File: config.mk
export PLATFORM = sky130hd
export DESIGN_NAME = bn_seq_ctrl_flat
export DESIGN_NICKNAME = d
export VERILOG_FILES = /design/src/rtl/bn_seq_ctrl_if.sv /design/src/rtl/bn_seq_ctrl.sv /design/src/flat_wrapper.sv
export SDC_FILE = /design/constraint.sdc
export NUM_CORES = 1
export LEC_CHECK = 0
export CORE_ASPECT_RATIO = 1.25
export CORE_MARGIN = 2
export CORE_UTILIZATION = 41
export CTS_CLUSTER_SIZE = 14
export DETAILED_ROUTE_END_ITERATION = 10
export HOLD_SLACK_MARGIN = 0.03
export PLACE_DENSITY_LB_ADDON = 0.2
export SETUP_SLACK_MARGIN = 0.5
export SLEW_MARGIN = 20
export SYNTH_ARGS = -nofsm -noshare
export SYNTH_HDL_FRONTEND = slang
export SYNTH_SLANG_ARGS = --single-unit
File: constraint.sdc
create_clock -name clk -period 2.3 [get_ports clk]
set_input_delay 0.46 -clock clk [delete_from_list [all_inputs] [get_ports clk]]
set_output_delay 0.46 -clock clk [all_outputs]
set_load 0.01 [all_outputs]
File: src/rtl/bn_seq_ctrl_if.sv
// Bundle of the sequencer's handshake and datapath signals.
// master: the environment around the sequencer (producer, datapath, consumer).
// slave:  the sequencer itself.
interface bn_seq_ctrl_if #(
  parameter int DATA_WIDTH = 16,
  parameter int SIZE       = 4,
  parameter int CHANNEL    = 1
);
  localparam int VEC_W   = DATA_WIDTH * SIZE;
  localparam int SLICE_W = VEC_W / CHANNEL;

  logic               in_valid;
  logic               in_ready;
  logic [0:VEC_W-1]   in_data;
  logic [0:SLICE_W-1] bn_x;
  logic               bn_x_valid;
  logic [0:SLICE_W-1] bn_out;
  logic               out_valid;
  logic               out_ready;
  logic [0:VEC_W-1]   out_data;
  logic               busy;
  logic [15:0]        vec_cnt;

  modport master (
    output in_valid, in_data, bn_out, out_ready,
    input  in_ready, bn_x, bn_x_valid, out_valid, out_data, busy, vec_cnt
  );

  modport slave (
    input  in_valid, in_data, bn_out, out_ready,
    output in_ready, bn_x, bn_x_valid, out_valid, out_data, busy, vec_cnt
  );
endinterface

File: src/rtl/bn_seq_ctrl.sv
// Batch-norm sequencer: takes one activation vector, streams it to the
// fixed-latency datapath CHANNEL slices at a time, collects the returned
// slices back into one vector and hands it downstream. One vector in flight.
module bn_seq_ctrl #(
  parameter int DATA_WIDTH = 16,
  parameter int SIZE       = 4,
  parameter int CHANNEL    = 1,
  parameter int LATENCY    = 4
) (
  input  logic         clk,
  input  logic         reset,
  bn_seq_ctrl_if.slave bus
);
  localparam int VEC_W   = DATA_WIDTH * SIZE;
  localparam int SLICE_W = VEC_W / CHANNEL;
  localparam int CW      = $clog2(CHANNEL + 1);

  typedef enum logic [1:0] {ST_IDLE, ST_ISSUE, ST_WAIT, ST_OUT} state_e;

  state_e             state_q;
  // Slices still to be issued; slice 0 always sits at the low-index end,
  // so issue order needs no variable indexing.
  logic [0:VEC_W-1]   in_buf_q;
  // Returned slices shift in from the high-index end; after CHANNEL captures
  // slice 0 has arrived at the low-index end, matching the input layout.
  logic [0:VEC_W-1]   out_buf_q;
  logic [0:SLICE_W-1] bn_x_q;
  logic               bn_x_valid_q;
  logic               out_valid_q;
  logic               in_ready_q;
  logic               busy_q;
  logic [CW-1:0]      issue_cnt_q;
  logic [CW-1:0]      ret_cnt_q;
  logic [LATENCY-1:0] vld_pipe_q;
  logic [15:0]        vec_cnt_q;

  logic ret_vld;
  logic ret_last;

  // A slice is due back from the datapath when the tracker tail is set.
  assign ret_vld  = vld_pipe_q[LATENCY-1] && ((state_q == ST_ISSUE) || (state_q == ST_WAIT));
  assign ret_last = ret_vld && (ret_cnt_q == CW'(CHANNEL - 1));

  assign bus.in_ready   = in_ready_q;
  assign bus.bn_x       = bn_x_q;
  assign bus.bn_x_valid = bn_x_valid_q;
  assign bus.out_valid  = out_valid_q;
  assign bus.out_data   = out_buf_q;
  assign bus.busy       = busy_q;
  assign bus.vec_cnt    = vec_cnt_q;

  // Sequencer FSM with registered outputs, latency tracker and return capture.
  always_ff @(posedge clk or negedge reset) begin
    if (!reset) begin
      state_q      <= ST_IDLE;
      in_buf_q     <= '0;
      out_buf_q    <= '0;
      bn_x_q       <= '0;
      bn_x_valid_q <= 1'b0;
      out_valid_q  <= 1'b0;
      in_ready_q   <= 1'b1;
      busy_q       <= 1'b0;
      issue_cnt_q  <= '0;
      ret_cnt_q    <= '0;
      vld_pipe_q   <= '0;
      vec_cnt_q    <= '0;
    end else begin
      // Tracker mirrors the datapath pipeline: one bit per cycle of latency.
      vld_pipe_q <= (vld_pipe_q << 1) | LATENCY'(bn_x_valid_q);

      if (ret_vld) begin
        out_buf_q <= (out_buf_q << SLICE_W) | VEC_W'(bus.bn_out);
        ret_cnt_q <= ret_cnt_q + CW'(1);
      end

      unique case (state_q)
        ST_IDLE: begin
          if (bus.in_valid && in_ready_q) begin
            // Slice 0 goes out straight from the input so issue starts next cycle.
            bn_x_q       <= bus.in_data[0:SLICE_W-1];
            bn_x_valid_q <= 1'b1;
            in_buf_q     <= bus.in_data << SLICE_W;
            issue_cnt_q  <= CW'(1);
            ret_cnt_q    <= '0;
            in_ready_q   <= 1'b0;
            busy_q       <= 1'b1;
            state_q      <= ST_ISSUE;
          end
        end
        ST_ISSUE: begin
          if (issue_cnt_q == CW'(CHANNEL)) begin
            bn_x_valid_q <= 1'b0;
            state_q      <= ST_WAIT;
          end else begin
            bn_x_q      <= in_buf_q[0:SLICE_W-1];
            in_buf_q    <= in_buf_q << SLICE_W;
            issue_cnt_q <= issue_cnt_q + CW'(1);
          end
        end
        ST_WAIT: begin
          // bn_x keeps the last issued slice; only the tracker advances.
        end
        ST_OUT: begin
          if (bus.out_ready) begin
            vec_cnt_q   <= vec_cnt_q + 16'd1;
            out_valid_q <= 1'b0;
            busy_q      <= 1'b0;
            in_ready_q  <= 1'b1;
            state_q     <= ST_IDLE;
          end
        end
        default: state_q <= ST_IDLE;
      endcase

      // Last slice home: moving to OUT overrides whatever the case chose.
      if (ret_last) begin
        bn_x_valid_q <= 1'b0;
        out_valid_q  <= 1'b1;
        state_q      <= ST_OUT;
      end
    end
  end
endmodule
File: src/flat_wrapper.sv
// flat-port wrapper written by rule: the top's interface ports become plain ports
module bn_seq_ctrl_flat 
#(
  parameter int DATA_WIDTH = 16,
  parameter int SIZE       = 4,
  parameter int CHANNEL    = 1,
  parameter int LATENCY    = 4
)
  (clk, reset, bus_in_valid, bus_in_data, bus_bn_out, bus_out_ready, bus_in_ready, bus_bn_x, bus_bn_x_valid, bus_out_valid, bus_out_data, bus_busy, bus_vec_cnt);
  bn_seq_ctrl_if #(.DATA_WIDTH(DATA_WIDTH), .SIZE(SIZE), .CHANNEL(CHANNEL)) bus_i ();
  input  logic clk;
  input  logic reset;
  input wire logic [$bits(bus_i.in_valid)-1:0] bus_in_valid;
  input wire logic [$bits(bus_i.in_data)-1:0] bus_in_data;
  input wire logic [$bits(bus_i.bn_out)-1:0] bus_bn_out;
  input wire logic [$bits(bus_i.out_ready)-1:0] bus_out_ready;
  output wire logic [$bits(bus_i.in_ready)-1:0] bus_in_ready;
  output wire logic [$bits(bus_i.bn_x)-1:0] bus_bn_x;
  output wire logic [$bits(bus_i.bn_x_valid)-1:0] bus_bn_x_valid;
  output wire logic [$bits(bus_i.out_valid)-1:0] bus_out_valid;
  output wire logic [$bits(bus_i.out_data)-1:0] bus_out_data;
  output wire logic [$bits(bus_i.busy)-1:0] bus_busy;
  output wire logic [$bits(bus_i.vec_cnt)-1:0] bus_vec_cnt;
  assign bus_i.in_valid = bus_in_valid;
  assign bus_i.in_data = bus_in_data;
  assign bus_i.bn_out = bus_bn_out;
  assign bus_i.out_ready = bus_out_ready;
  assign bus_in_ready = bus_i.in_ready;
  assign bus_bn_x = bus_i.bn_x;
  assign bus_bn_x_valid = bus_i.bn_x_valid;
  assign bus_out_valid = bus_i.out_valid;
  assign bus_out_data = bus_i.out_data;
  assign bus_busy = bus_i.busy;
  assign bus_vec_cnt = bus_i.vec_cnt;
  bn_seq_ctrl #(.DATA_WIDTH(DATA_WIDTH), .SIZE(SIZE), .CHANNEL(CHANNEL), .LATENCY(LATENCY)) u_core (.clk(clk), .reset(reset), .bus(bus_i));
endmodule
# Yosys cells after proc, flatten, opt, wreduce, memory -nomap -nowiden
# Index checks and enable logic that the tools add are counted.
# totals
word_cells	71
regBits	220
input_bits	132
output_inout_bits	148
# op_classes
n_reduce_logical	18
bitwise	2
n_addsub	3
n_eq_ne	9
n_mux	27
# ops
op	count
2-to-1 mux 64 bit	4
one-hot mux 64 bit (2 select lines)	2
adder 16 x 1 -> 16 bit (second input constant)	1
2-to-1 mux 1 bit	12
AND reduction 3 bit	3
2-to-1 mux 2 bit	4
one-hot mux 1 bit (2 select lines)	4
nonzero test 2 bit	4
!= test 3 x 1 -> 1 bit (second input constant)	2
one-hot mux 2 bit (3 select lines)	1
AND reduction 2 bit	3
== test 2 bit (second input constant)	2
!= test 2 bit (second input constant)	2
bitwise OR 4 x 1 -> 4 bit	1
AND reduction 4 bit	1
nonzero test 4 bit	1
logical AND 1 bit	3
!= test 3 x 2 -> 1 bit (second input constant)	1
nonzero test 3 bit	1
adder 1 bit (second input constant)	2
== test 2 x 1 -> 1 bit (second input constant)	1
zero test 2 bit	1
!= test 2 x 1 -> 1 bit (second input constant)	1
logical OR 1 bit	1
NOT 1 bit	1

# Longest topological paths before layout
# Gate-level depths: netlist (run 1).
# logic_depth
depth_word	6
mapped_depth	10
ltp_nobuf	8

# Worst setup path before layout (run 1)
# OpenSTA, ideal clock, no wires.
# synth_timing
kind	register to register
start	register u_core.state_q[0]
end	register u_core.state_q[0]
path_stages_with_launch	10
period_less_slack_ps	1953
path_slack_ps	347
path_buffers	2
required_time_ps	2170
arrival_time_ps	1823
path_cell_list	dfrtp_1 inv_1 ha_1 nand2_1 buf_2 buf_2 inv_1 ha_1 nor4_1 a21oi_1
# synth_between
elab_chain_len	6
elab_cells_between_ends	14
classes_between	6 x eq/ne; 2 x mux; 6 x reduce/logical
# synth_rtl
element	line_no	source
start: declaration	bn_seq_ctrl.sv:20	state_e state_q;
start signal: assignment	bn_seq_ctrl.sv:55	state_q <= ST_IDLE;
start signal: assignment	bn_seq_ctrl.sv:87	state_q <= ST_ISSUE;
start signal: assignment	bn_seq_ctrl.sv:93	state_q <= ST_WAIT;
== test 2 x 1 -> 1 bit / == test 2 bit (equally long branches)	bn_seq_ctrl.sv:41	assign ret_vld = vld_pipe_q[LATENCY-1] && ((state_q == ST_ISSUE) || (state_q == ST_WAIT));
logical OR 1 bit (*)	bn_seq_ctrl.sv:41	
logical AND 1 bit (*)	bn_seq_ctrl.sv:41	
named net u_core.ret_vld	bn_seq_ctrl.sv:37	logic ret_vld;
logical AND 1 bit (*)	bn_seq_ctrl.sv:42	assign ret_last = ret_vld && (ret_cnt_q == CW'(CHANNEL - 1));
named net u_core.ret_last	bn_seq_ctrl.sv:38	logic ret_last;
!= test 3 x 2 -> 1 bit (no source line), or another cell as far along	--	
AND reduction 4 bit (no source line)	--	
# Mark *: on every way through the listed nets, which the timed path passes. The rest lies on a longest branch.
# A chain may end at the register's enable or synchronous reset.

# Final worst setup path (run 1)
# layout_timing
start	register u_core.state_q[1]
end	register u_core.out_buf_q, in the netlist u_core.bus.out_data[58]
# layout_between
elab_chain_len	3
elab_cells_between_ends	4
classes_between	2 x eq/ne; 2 x reduce/logical
# layout_rtl
element	line_no	source
== test 2 x 1 -> 1 bit / == test 2 bit (equally long branches)	bn_seq_ctrl.sv:41	
logical OR 1 bit (*)	bn_seq_ctrl.sv:41	
logical AND 1 bit (*)	bn_seq_ctrl.sv:41	
end signal: assignment	bn_seq_ctrl.sv:72	out_buf_q <= (out_buf_q << SLICE_W) | VEC_W'(bus.bn_out);
end: declaration	bn_seq_ctrl.sv:26	logic [0:VEC_W-1] out_buf_q;
# Every way passes the cells marked *; elsewhere a longest branch is shown, timed or not.

==> results of run 1 <==
power breakdown:
part / switching, mW / leakage (nW) / internal [mW]
registers: 0.0256 / 1.99 / 2.80
clock network: 1.13 / 0.280 / 1.67
logic: 0.161 / 2.98 / 0.324
total: 1.32 / 5.25 / 4.79
stage by stage:
stage,cell area (µm²),cells
2_1_floorplan,5990,391
3_3_place_gp,8940,836
3_5_place_dp,8940,836
4_1_cts,9570,878
5_1_grt,9770,882
6_report,9780,883
metal layers:
layer | track usage, % | up-vias | wire, µm
li1 | - | 2023 | -
met1 | 25.4 | 2229 | 6460
met2 | 37.7 | 188 | 8700
met3 | 5.73 | 41 | 1010
met4 | 9.76 | 0 | 622
met5 | 0 | - | 0
area by class of cell:
type,count,area (µm²)
fill,1089,4570
sequential,156,3910
multi-input combinational,206,1920
clock buffer,20,457
inverter,8,30.0
antenna,2,5.00
clock inverter,11,135
tap,178,223
timing repair buffer,302,3100
cells by family (layout without fill, tap and decap cells):
| group | count (synthesis) | after routing | synth area share, % |
|---|---|---|---|
| AND/OR/NAND/NOR | 42 | 42 | 4.06 |
| AO/OA/AOI/OAI | 77 | 77 | 11.2 |
| XOR/XNOR | 15 | 15 | 2.20 |
| adder cells (fa/ha/maj) | 6 | 6 | 1.26 |
| other | 0 | 2 | 0 |
| multiplexers | 66 | 66 | 12.4 |
| buffers and inverters | 29 | 341 | 3.56 |
| flip-flops | 156 | 156 | 65.3 |
layout by cell type (no fill, tap or decap), drive strengths merged, types with 7 or more instances in the layout:
cell type      count
clkdlybuf4s50    158
dfrtp            155
xnor2             12
clkbuf            20
dlygate4sd2       64
a22o              64
nor2               7
inv               11
mux2              65
dlymetal6s2s      56
nand2             16
buf               23
cells in the mapped netlist, types with 2 or more instances:
library cell and instances:
nand3_1 4, nor4_1 2, and4_1 2, nand2_1 16, dfrtp_1 155, a211oi_1 3
a22o_1 64, inv_1 8, a21oi_1 3, ha_1 6, buf_2 8, mux2_2 65
xnor2_1 12, buf_6 12, xor2_1 3, nor2_1 7, nand4_1 3
registers in the layout, indices dropped and copies added, names as in the netlist:
| signal | flops |
|---|---|
| u_core.bus.vec_cnt | 16 |
| u_core.bus.bn_x | 64 |
| u_core.vld_pipe_q | 4 |
| u_core.state_q | 2 |
| u_core.ret_cnt_q | 1 |
| u_core.bus.out_data | 64 |
| u_core.bus.busy | 1 |
| u_core.issue_cnt_q | 1 |
| u_core.bus.out_valid | 1 |
| u_core.bus.bn_x_valid | 1 |
| u_core.bus.in_ready | 1 |
worst reg2reg max path, stage by stage (launching register included):
cell	delay, ns
dfrtp_1	0.42
inv_2	0.09
ha_2	0.29
nand2_2	0.12
buf_12	0.27
mux2_2	0.48
worst max path at each step:
stage	cells past startpoint	end	slack, ns
5_1_grt	8	u_core.state_q[1]	0.42
6_report	5	u_core.bus.out_data[58]	0.52
3_5_place_dp	5	u_core.bus.vec_cnt[9]	0.29
4_1_cts	8	u_core.state_q[1]	0.48
3_3_place_gp	5	u_core.bus.vec_cnt[9]	0.35
2_1_floorplan	10	u_core.state_q[1]	0.49
repair_timing:
item / 4_1_cts / 5_1_grt
setup buffers: 9 / 3
hold endpoints to repair: 38 / 0
resized for setup: 69 / 67
pin swaps: 0 / 1
endpoints found under the setup margin: 132 / 188
gates cloned: 1 / 0
hold buffers: 1 / 0
==> flow_summary.ini, run 1 <==
[outcome]
status = complete, no violations

[synth]
yosysWarnings = 0
yosys.area.top_type = dfrtp_1
synth-seq-cells = 156
syn_nets = 529
yosysUniqueCellTypes = 35
syn-mean-instance-area_um2 = 15.3
synthFlopType = dfrtp_1
ys_top_cells_by_area = dfrtp_1 (65%), mux2_2 (12%), a22o_1 (9.4%)
synth_top_area_share_pct = 64.9
netlist_instances = 391
synth-edff-count = 0
yosysSeqAreaShare_pct = 65.3
syn_area_mm2 = 0.00598
synthArstFlopShare_pct = 100

[floorplanning]
initial_core_util_pct = 41.7
die_w_um = 112
core_mm2 = 0.0143
die_y_um = 139
dieArea_mm2 = 0.0156
pin_count = 280
rows = 49

[route]
post_drt_wl_per_cell_um = 19.0
antenna_left = 0
first_iter_violations = 161
wl_mm = 16.8
drcViolationCount = 0
vias = 4481
avgViaCountPerCell = 5.07
drt_first_pass_iters = 5

[timing]
setup_viol = 0
hold_violations = 0
finClkSkew_ns = 0.0125
setup-tns-final_ns = 0
rsz0062_at_grt = true
worstMarginPinSlew_ns = 0.542
relSlewSlack_pct = 63.9
max_freq_mhz = 562
whs_ns = 0.353
slew_viol_final = 0
worst_slack_ns = 0.520
fin_crit_ns = 1.78
finalCritPeriodShare_pct = 77.4

[global_route]
grt_max_degree = 65
antenna_found_initial = 3
track_usage_pct = 21.8
first_global_vias = 4789
grt_pass1_wl_mm = 26.5
grt_overflow = 0

[clocking]
cts_buffers = 17
cts_max_level = 4
clk_latency_ns = 0.41
clk_pin_slew_ns = 0.06
cts_num_sinks = 156
clock-root-buffer = clkbuf_16
cts_buffer_depth = 2
tritoncts = yes

[hold_path]
holdPathStages = 0
min_to = u_core.vld_pipe_q[3]
hp-start = u_core.vld_pipe_q[2]
hp-class = register to register

[worst_setup_path]
arrival_ns = 2.07
r2r_cells = 5
r2r_slack_ns = 0.52
cp_top_family = flip-flops
crit_start = u_core.state_q[1]
critical-path-max-stage-delay_ns = 0.42
path_cells = inv_2 > ha_2 > nand2_2 > buf_12 > mux2_2
critPathCaptureType = register
r2r-start = u_core.state_q[1]
critPathSlowestCell = dfrtp_1
r2r_end = u_core.bus.out_data[58]
critPathLaunchType = register
critPathRequiredTime_ns = 2.59
critPathKind = register to register
worst-path-buf-inv = 2
path_max_fanout = 64

[finish]
areaGrowthSynthToFinish_pct = 63.6
layout.nets = 829
final_util_pct = 68.1
drive_gt1_share_pct = 20.1

[job]
maxCapViolCount = 0

[place]
dp_hpwl_mm = 11.8
gp_congestion = 0.854
pre_cts_ws_ns = 0.290
portBuffers = 279

[power_and_ir_drop]
ir_worst_vdd_uv = 358
power-per-cell-area_mw_per_mm2 = 625
finalPower_mw = 6.11
leakage_nw = 5.25
Note: power is estimated with default switching activity, not from simulation.
==> run 2: changes to the inputs <==
--- a/config.mk
+++ b/config.mk
@@ -7,7 +7,7 @@
 export LEC_CHECK = 0
 export CORE_ASPECT_RATIO = 1.25
 export CORE_MARGIN = 2
-export CORE_UTILIZATION = 41
+export CORE_UTILIZATION = 37
 export CTS_CLUSTER_SIZE = 14
 export DETAILED_ROUTE_END_ITERATION = 10
 export HOLD_SLACK_MARGIN = 0.03
==> constraint.sdc (replaced) <==
create_clock -name clk -period 1.63 [get_ports clk]
set_input_delay 0.326 -clock clk [delete_from_list [all_inputs] [get_ports clk]]
set_output_delay 0.326 -clock clk [all_outputs]
set_load 0.01 [all_outputs]
==> run 2 against run 1 <==
Net effect:
- clock skew is 0.0029 ns lower
- critical path depth grew 1
- die area up 10%
- via count is 5.6% higher
- clock power grew 33%
- register-to-register slack got worse by 0.47 ns
- non-clock buffer count increased by 86
- final cell count up 13%
- first-iteration DRC count up 17%
- power is 38% higher
- largest power group unchanged
==> flow_summary.ini, run 2 (synthesized netlist as in run 1, its figures left out) <==
[place]
pre_cts_ws_ns = -0.218
placed_area_mm2 = 0.00915
portBuffers = 279
dp_hpwl_mm = 12.0
gp_congestion = 0.786

[timing]
worstMarginPinSlew_ns = 0.337
finClkSkew_ns = 0.00964
whs_ns = 0.351
relSlewSlack_pct = 77.6
slew_viol_final = 0
setup_viol = 0
finalCritPeriodShare_pct = 96.8
rsz0062_at_grt = true
hold_violations = 0
worst_slack_ns = 0.0515
max_freq_mhz = 634
fin_crit_ns = 1.58

[clocking]
clock-root-buffer = clkbuf_16
cts_buffer_depth = 2
cts_num_sinks = 156
cts_buffers = 17
clk_pin_slew_ns = 0.06
tritoncts = yes
cts_max_level = 4
clk_latency_ns = 0.42

[floorplanning]
dieArea_mm2 = 0.0172
rows = 51
pin_count = 280
initial_core_util_pct = 38.1
core_mm2 = 0.0157
die_y_um = 146
die_w_um = 118

[worst_setup_path]
cp_top_family = buffers and inverters
r2r_cells = 6
critPathRequiredTime_ns = 1.93
critPathLaunchType = register
crit_start = u_core.state_q[1]
critPathCaptureType = register
path_max_fanout = 7
path_depth = 6
critPathSlowestCell = dfrtp_1
path_cells = inv_2 > ha_4 > nand2_8 > buf_4 > clkbuf_16 > mux2_2
r2r-start = u_core.state_q[1]
critical-path-max-stage-delay_ns = 0.40
critPathKind = register to register
worst-path-buf-inv = 3
arrival_ns = 1.88

[finish]
layout.nets = 915
num-fill-cells = 1268
mostFrequentLayoutCells = dfrtp_1 (153), clkdlybuf4s50_1 (130), buf_4 (93)
final_common_cell = dfrtp_1
diodes = 0
drive_gt1_share_pct = 48.2
areaGrowthSynthToFinish_pct = 70.7
multi_input_area_mm2 = 0.00198
stdcell_area_mm2 = 0.0102
ff_latch_area_mm2 = 0.00391

[route]
drcViolationCount = 0
antenna_left = 0
first_iter_violations = 189
avgViaCountPerCell = 4.74
drt_first_pass_iters = 4
wl_mm = 17.5
post_drt_wl_per_cell_um = 17.5
vias = 4732

[hold_path]
hp-start = u_core.vld_pipe_q[2]
hp-class = register to register
holdPathStages = 0

[global_route]
antenna_found_initial = 0
grt_overflow = 0
grt_pass1_wl_mm = 26.7
grt_max_degree = 56
track_usage_pct = 19.8
first_global_vias = 4813

[power_and_ir_drop]
power-per-cell-area_mw_per_mm2 = 824
leakage_nw = 4.99
ir_worst_vdd_uv = 490

[outcome]
status = complete, no violations

[job]
maxCapViolCount = 0
-- run 2: power by group --
group	leakage, nW	total (mW)	switching (mW)	internal (mW)
sequential	1.99	4.00	0.0437	3.95
clock	0.266	3.72	1.50	2.23
combinational	2.74	0.685	0.230	0.454
total	4.99	8.41	1.77	6.64
-- run 2: path summary, 6_finish.rpt --
| check | slack (ns) | endpoint |
|---|---|---|
| worst max-delay path | 0.05 | u_core.bus.out_data[8] |
| worst min-delay path | 0.35 | u_core.vld_pipe_q[3] |
| worst max register to register | 0.05 | u_core.bus.out_data[8] |
| worst min register to register | 0.35 | u_core.vld_pipe_q[3] |
| max in group asynchronous | 0.60 | u_core.bus.out_data[17] |
| min in group asynchronous | 0.42 | u_core.bus.bn_x[33] |
-- run 2: timing repair --
action / CTS / global route
cloned: 0 / 3
setup buffers: 49 / 38
hold endpoints to repair: 28 / 0
setup endpoints to repair: 299 / 330
gates resized for setup: 656 / 36
hold buffers: 1 / 0
pin swaps: 5 / 6
-- run 2: worst reg2reg max path: cells and delay by family, from the launching register on --
kind	cells	cell delay (ns)
buffers and inverters	3	0.42
muxes	1	0.33
adders and majority gates	1	0.23
and+or+nand+nor	1	0.09
DFF	1	0.40
-- run 2: layout make-up --
| type | count | area share (%) |
|---|---|---|
| Tap cell | 212 | 2.60 |
| Timing Repair Buffer | 388 | 34.0 |
| Clock inverter | 6 | 0.625 |
| Sequential cell | 156 | 38.3 |
| Clock buffer | 22 | 4.74 |
| Inverter | 8 | 0.343 |
| Multi-Input combinational cell | 206 | 19.4 |
-- run 2: metrics by stage --
step | std cells | utilization [%] | power, mW | TNS (ns)
floorplan | 391 | - | 4.17 | -0.0120
global placement | 879 | 58.3 | 4.76 | -3.69
detailed placement | 879 | 58.3 | 4.77 | -5.33
CTS | 957 | 61.6 | 8.46 | 0
global route | 998 | 65.0 | 8.71 | 0
finish | 998 | 65.0 | 8.41 | 0
-- run 2: per-layer routing --
metal / GRT usage [%] / routed length (µm) / vias up
met5: 0 / 0 / -
met4: 9.40 / 497 / 0
met3: 5.82 / 1110 / 33
met2: 34.0 / 9270 / 188
met1: 22.7 / 6640 / 2336
li1: - / - / 2175
==> run 3: changes to the inputs <==
--- a/config.mk
+++ b/config.mk
@@ -8,9 +8,9 @@
 export CORE_ASPECT_RATIO = 1.25
 export CORE_MARGIN = 2
 export CORE_UTILIZATION = 37
+export CTS_CLUSTER_DIAMETER = 150
 export CTS_CLUSTER_SIZE = 14
 export DETAILED_ROUTE_END_ITERATION = 10
-export HOLD_SLACK_MARGIN = 0.03
 export PLACE_DENSITY_LB_ADDON = 0.2
 export SETUP_SLACK_MARGIN = 0.5
 export SLEW_MARGIN = 20
==> constraint.sdc (replaced) <==
create_clock -name clk -period 1.63 [get_ports clk]
set_input_delay 0.326 -clock clk [delete_from_list [all_inputs] [get_ports clk]]
set_output_delay 0.326 -clock clk [all_outputs]
set_load 0.02 [all_outputs]
==> run 3 against run 2 <==
Net effect:
- die area unchanged
- sequential share of layout area down 2.5 points
- fmax down 1.6%
- clock skew grew 0.0014 ns
- combinational power rose by 24%
- largest power group is now the clock network
- highest routed layer unchanged
==> flow_summary.ini, run 3 (synthesized netlist as in run 1, its figures left out) <==
[outcome]
status = complete, no violations

[floorplanning]
core_mm2 = 0.0157
die_y_um = 146
pin_count = 280
die_w_um = 118
initial_core_util_pct = 38.1
dieArea_mm2 = 0.0172
rows = 51

[route]
first_iter_violations = 231
vias = 4792
post_drt_wl_per_cell_um = 17.9
drcViolationCount = 0
avgViaCountPerCell = 4.77
antenna_left = 0
wl_mm = 18.0
drt_first_pass_iters = 4

[worst_setup_path]
critPathSlowestCell = dfrtp_1
worst-path-buf-inv = 2
arrival_ns = 1.90
critical-path-max-stage-delay_ns = 0.41
critPathKind = register to register
path_cells = inv_2 > ha_4 > nand2_8 > buf_16 > mux2_2
path_max_fanout = 34
cp_top_family = flip-flops
critPathRequiredTime_ns = 1.92
critPathCaptureType = register
critPathLaunchType = register

[power_and_ir_drop]
pwr-share-seq_pct = 43.4
p_sw_share_pct = 21.3
leakage_nw = 5.28
power-per-cell-area_mw_per_mm2 = 848
p_clk_share_pct = 47.5
combPwrFrac_pct = 9.2
switchingPower_mw = 1.97
p_int_mw = 7.27
ir_worst_vdd_uv = 572

[hold_path]
hp-class = register to register

[global_route]
antenna_found_initial = 0
met3_usage_pct = 4.88
grt_pass1_wl_mm = 27.8
grt_use_met2_pct = 37.0
grt_overflow = 0
grtUsageMet1_pct = 23.6
busiest_layer = met2
first_global_vias = 5057
track_usage_pct = 20.7
grt_max_degree = 39

[timing]
setup_viol = 0
rsz0062_at_grt = true
finClkSkew_ns = 0.0110
fin_crit_ns = 1.60
finalCritPeriodShare_pct = 98.4
relSlewSlack_pct = 75.1
hold_violations = 0
worst_slack_ns = 0.0255
slew_viol_final = 0
worstMarginPinSlew_ns = 0.373
setup-tns-final_ns = 0
max_freq_mhz = 623

[job]
maxCapViolCount = 0

[place]
gp_congestion = 0.800
dp_hpwl_mm = 12.3
pre_cts_ws_ns = -0.141
portBuffers = 279
placed_area_mm2 = 0.00917

[clocking]
cts_max_level = 4
clk_pin_slew_ns = 0.06
cts_num_sinks = 156
clk_latency_ns = 0.42
cts_buffer_depth = 2
clock-root-buffer = clkbuf_16
cts_buffers = 17
tritoncts = yes

[finish]
mostFrequentLayoutCells = buf_6 (153), dfrtp_1 (153), clkdlybuf4s50_1 (130)
layout.nets = 918
num-fill-cells = 1136
stdcell_area_mm2 = 0.0109
final_util_pct = 69.5
diodes = 0
areaGrowthSynthToFinish_pct = 82.5
drive_gt1_share_pct = 48.9
[run 3: changes by cell type in the layout (fill, tap and decap cells not counted), sizes merged]
cell	previous run	this run
buf	255	260
bufinv	1	5
clkbuf	24	20
clkinv	2	1
clkinvlp	2	3
inv	9	11
[run 3: layout make-up]
class | instances | area [µm²] | share of cell area (%)
Timing Repair Buffer | 391 | 3950 | 36.2
Clock inverter | 12 | 210 | 1.93
Multi-Input combinational cell | 206 | 2090 | 19.1
Clock buffer | 20 | 447 | 4.10
Inverter | 8 | 37.5 | 0.344
Tap cell | 212 | 265 | 2.43
Sequential cell | 156 | 3910 | 35.8
[run 3: metrics by stage]
step | hold WS [ns] | power [mW] | std cells
floorplan | 0.0304 | 4.23 | 391
global placement | 0.253 | 4.83 | 882
detailed placement | 0.256 | 4.85 | 882
CTS | 0.356 | 9.29 | 969
global route | 0.357 | 9.56 | 1005
finish | 0.352 | 9.25 | 1005
[run 3: path summary, 6_finish.rpt]
path / slack [ns] / to / cells past startpoint / from
min in group asynchronous: 0.38 / u_core.bus.bn_x[51] / 2 / reset
worst min register to register: 0.35 / u_core.vld_pipe_q[1] / 0 / u_core.vld_pipe_q[0]
worst min-delay path: 0.35 / u_core.vld_pipe_q[1] / 0 / u_core.vld_pipe_q[0]
worst max-delay path: 0.03 / u_core.bus.out_data[25] / 5 / u_core.state_q[1]
max in group asynchronous: 0.65 / u_core.bus.vec_cnt[11] / 3 / reset
worst max register to register: 0.03 / u_core.bus.out_data[25] / 5 / u_core.state_q[1]
[run 3: power by group through the flow]
stage	Combinational (mW)	Sequential, mW	Clock [mW]
3_5_place_dp	0.787	4.06	0
4_1_cts	0.817	4.01	4.47
2_1_floorplan	0.0696	4.16	0
6_report	0.847	4.01	4.39
3_3_place_gp	0.775	4.06	0
5_1_grt	0.898	4.02	4.65
[run 3: layer usage]
metal  wire length [µm]  part of all wire, %
met5                  0                    0
met4                460                  2.6
met3                866                  4.8
met2               9830                   55
met1               6820                   38
[run 3: repair_timing]
item                       4_1_cts  5_1_grt
gates cloned                     0        0
pin swaps                        3        6
hold endpoints to repair        31        0
resized for setup              893       51
hold buffers                     1        0
buffers inserted                54       36
setup endpoints to repair      299      300
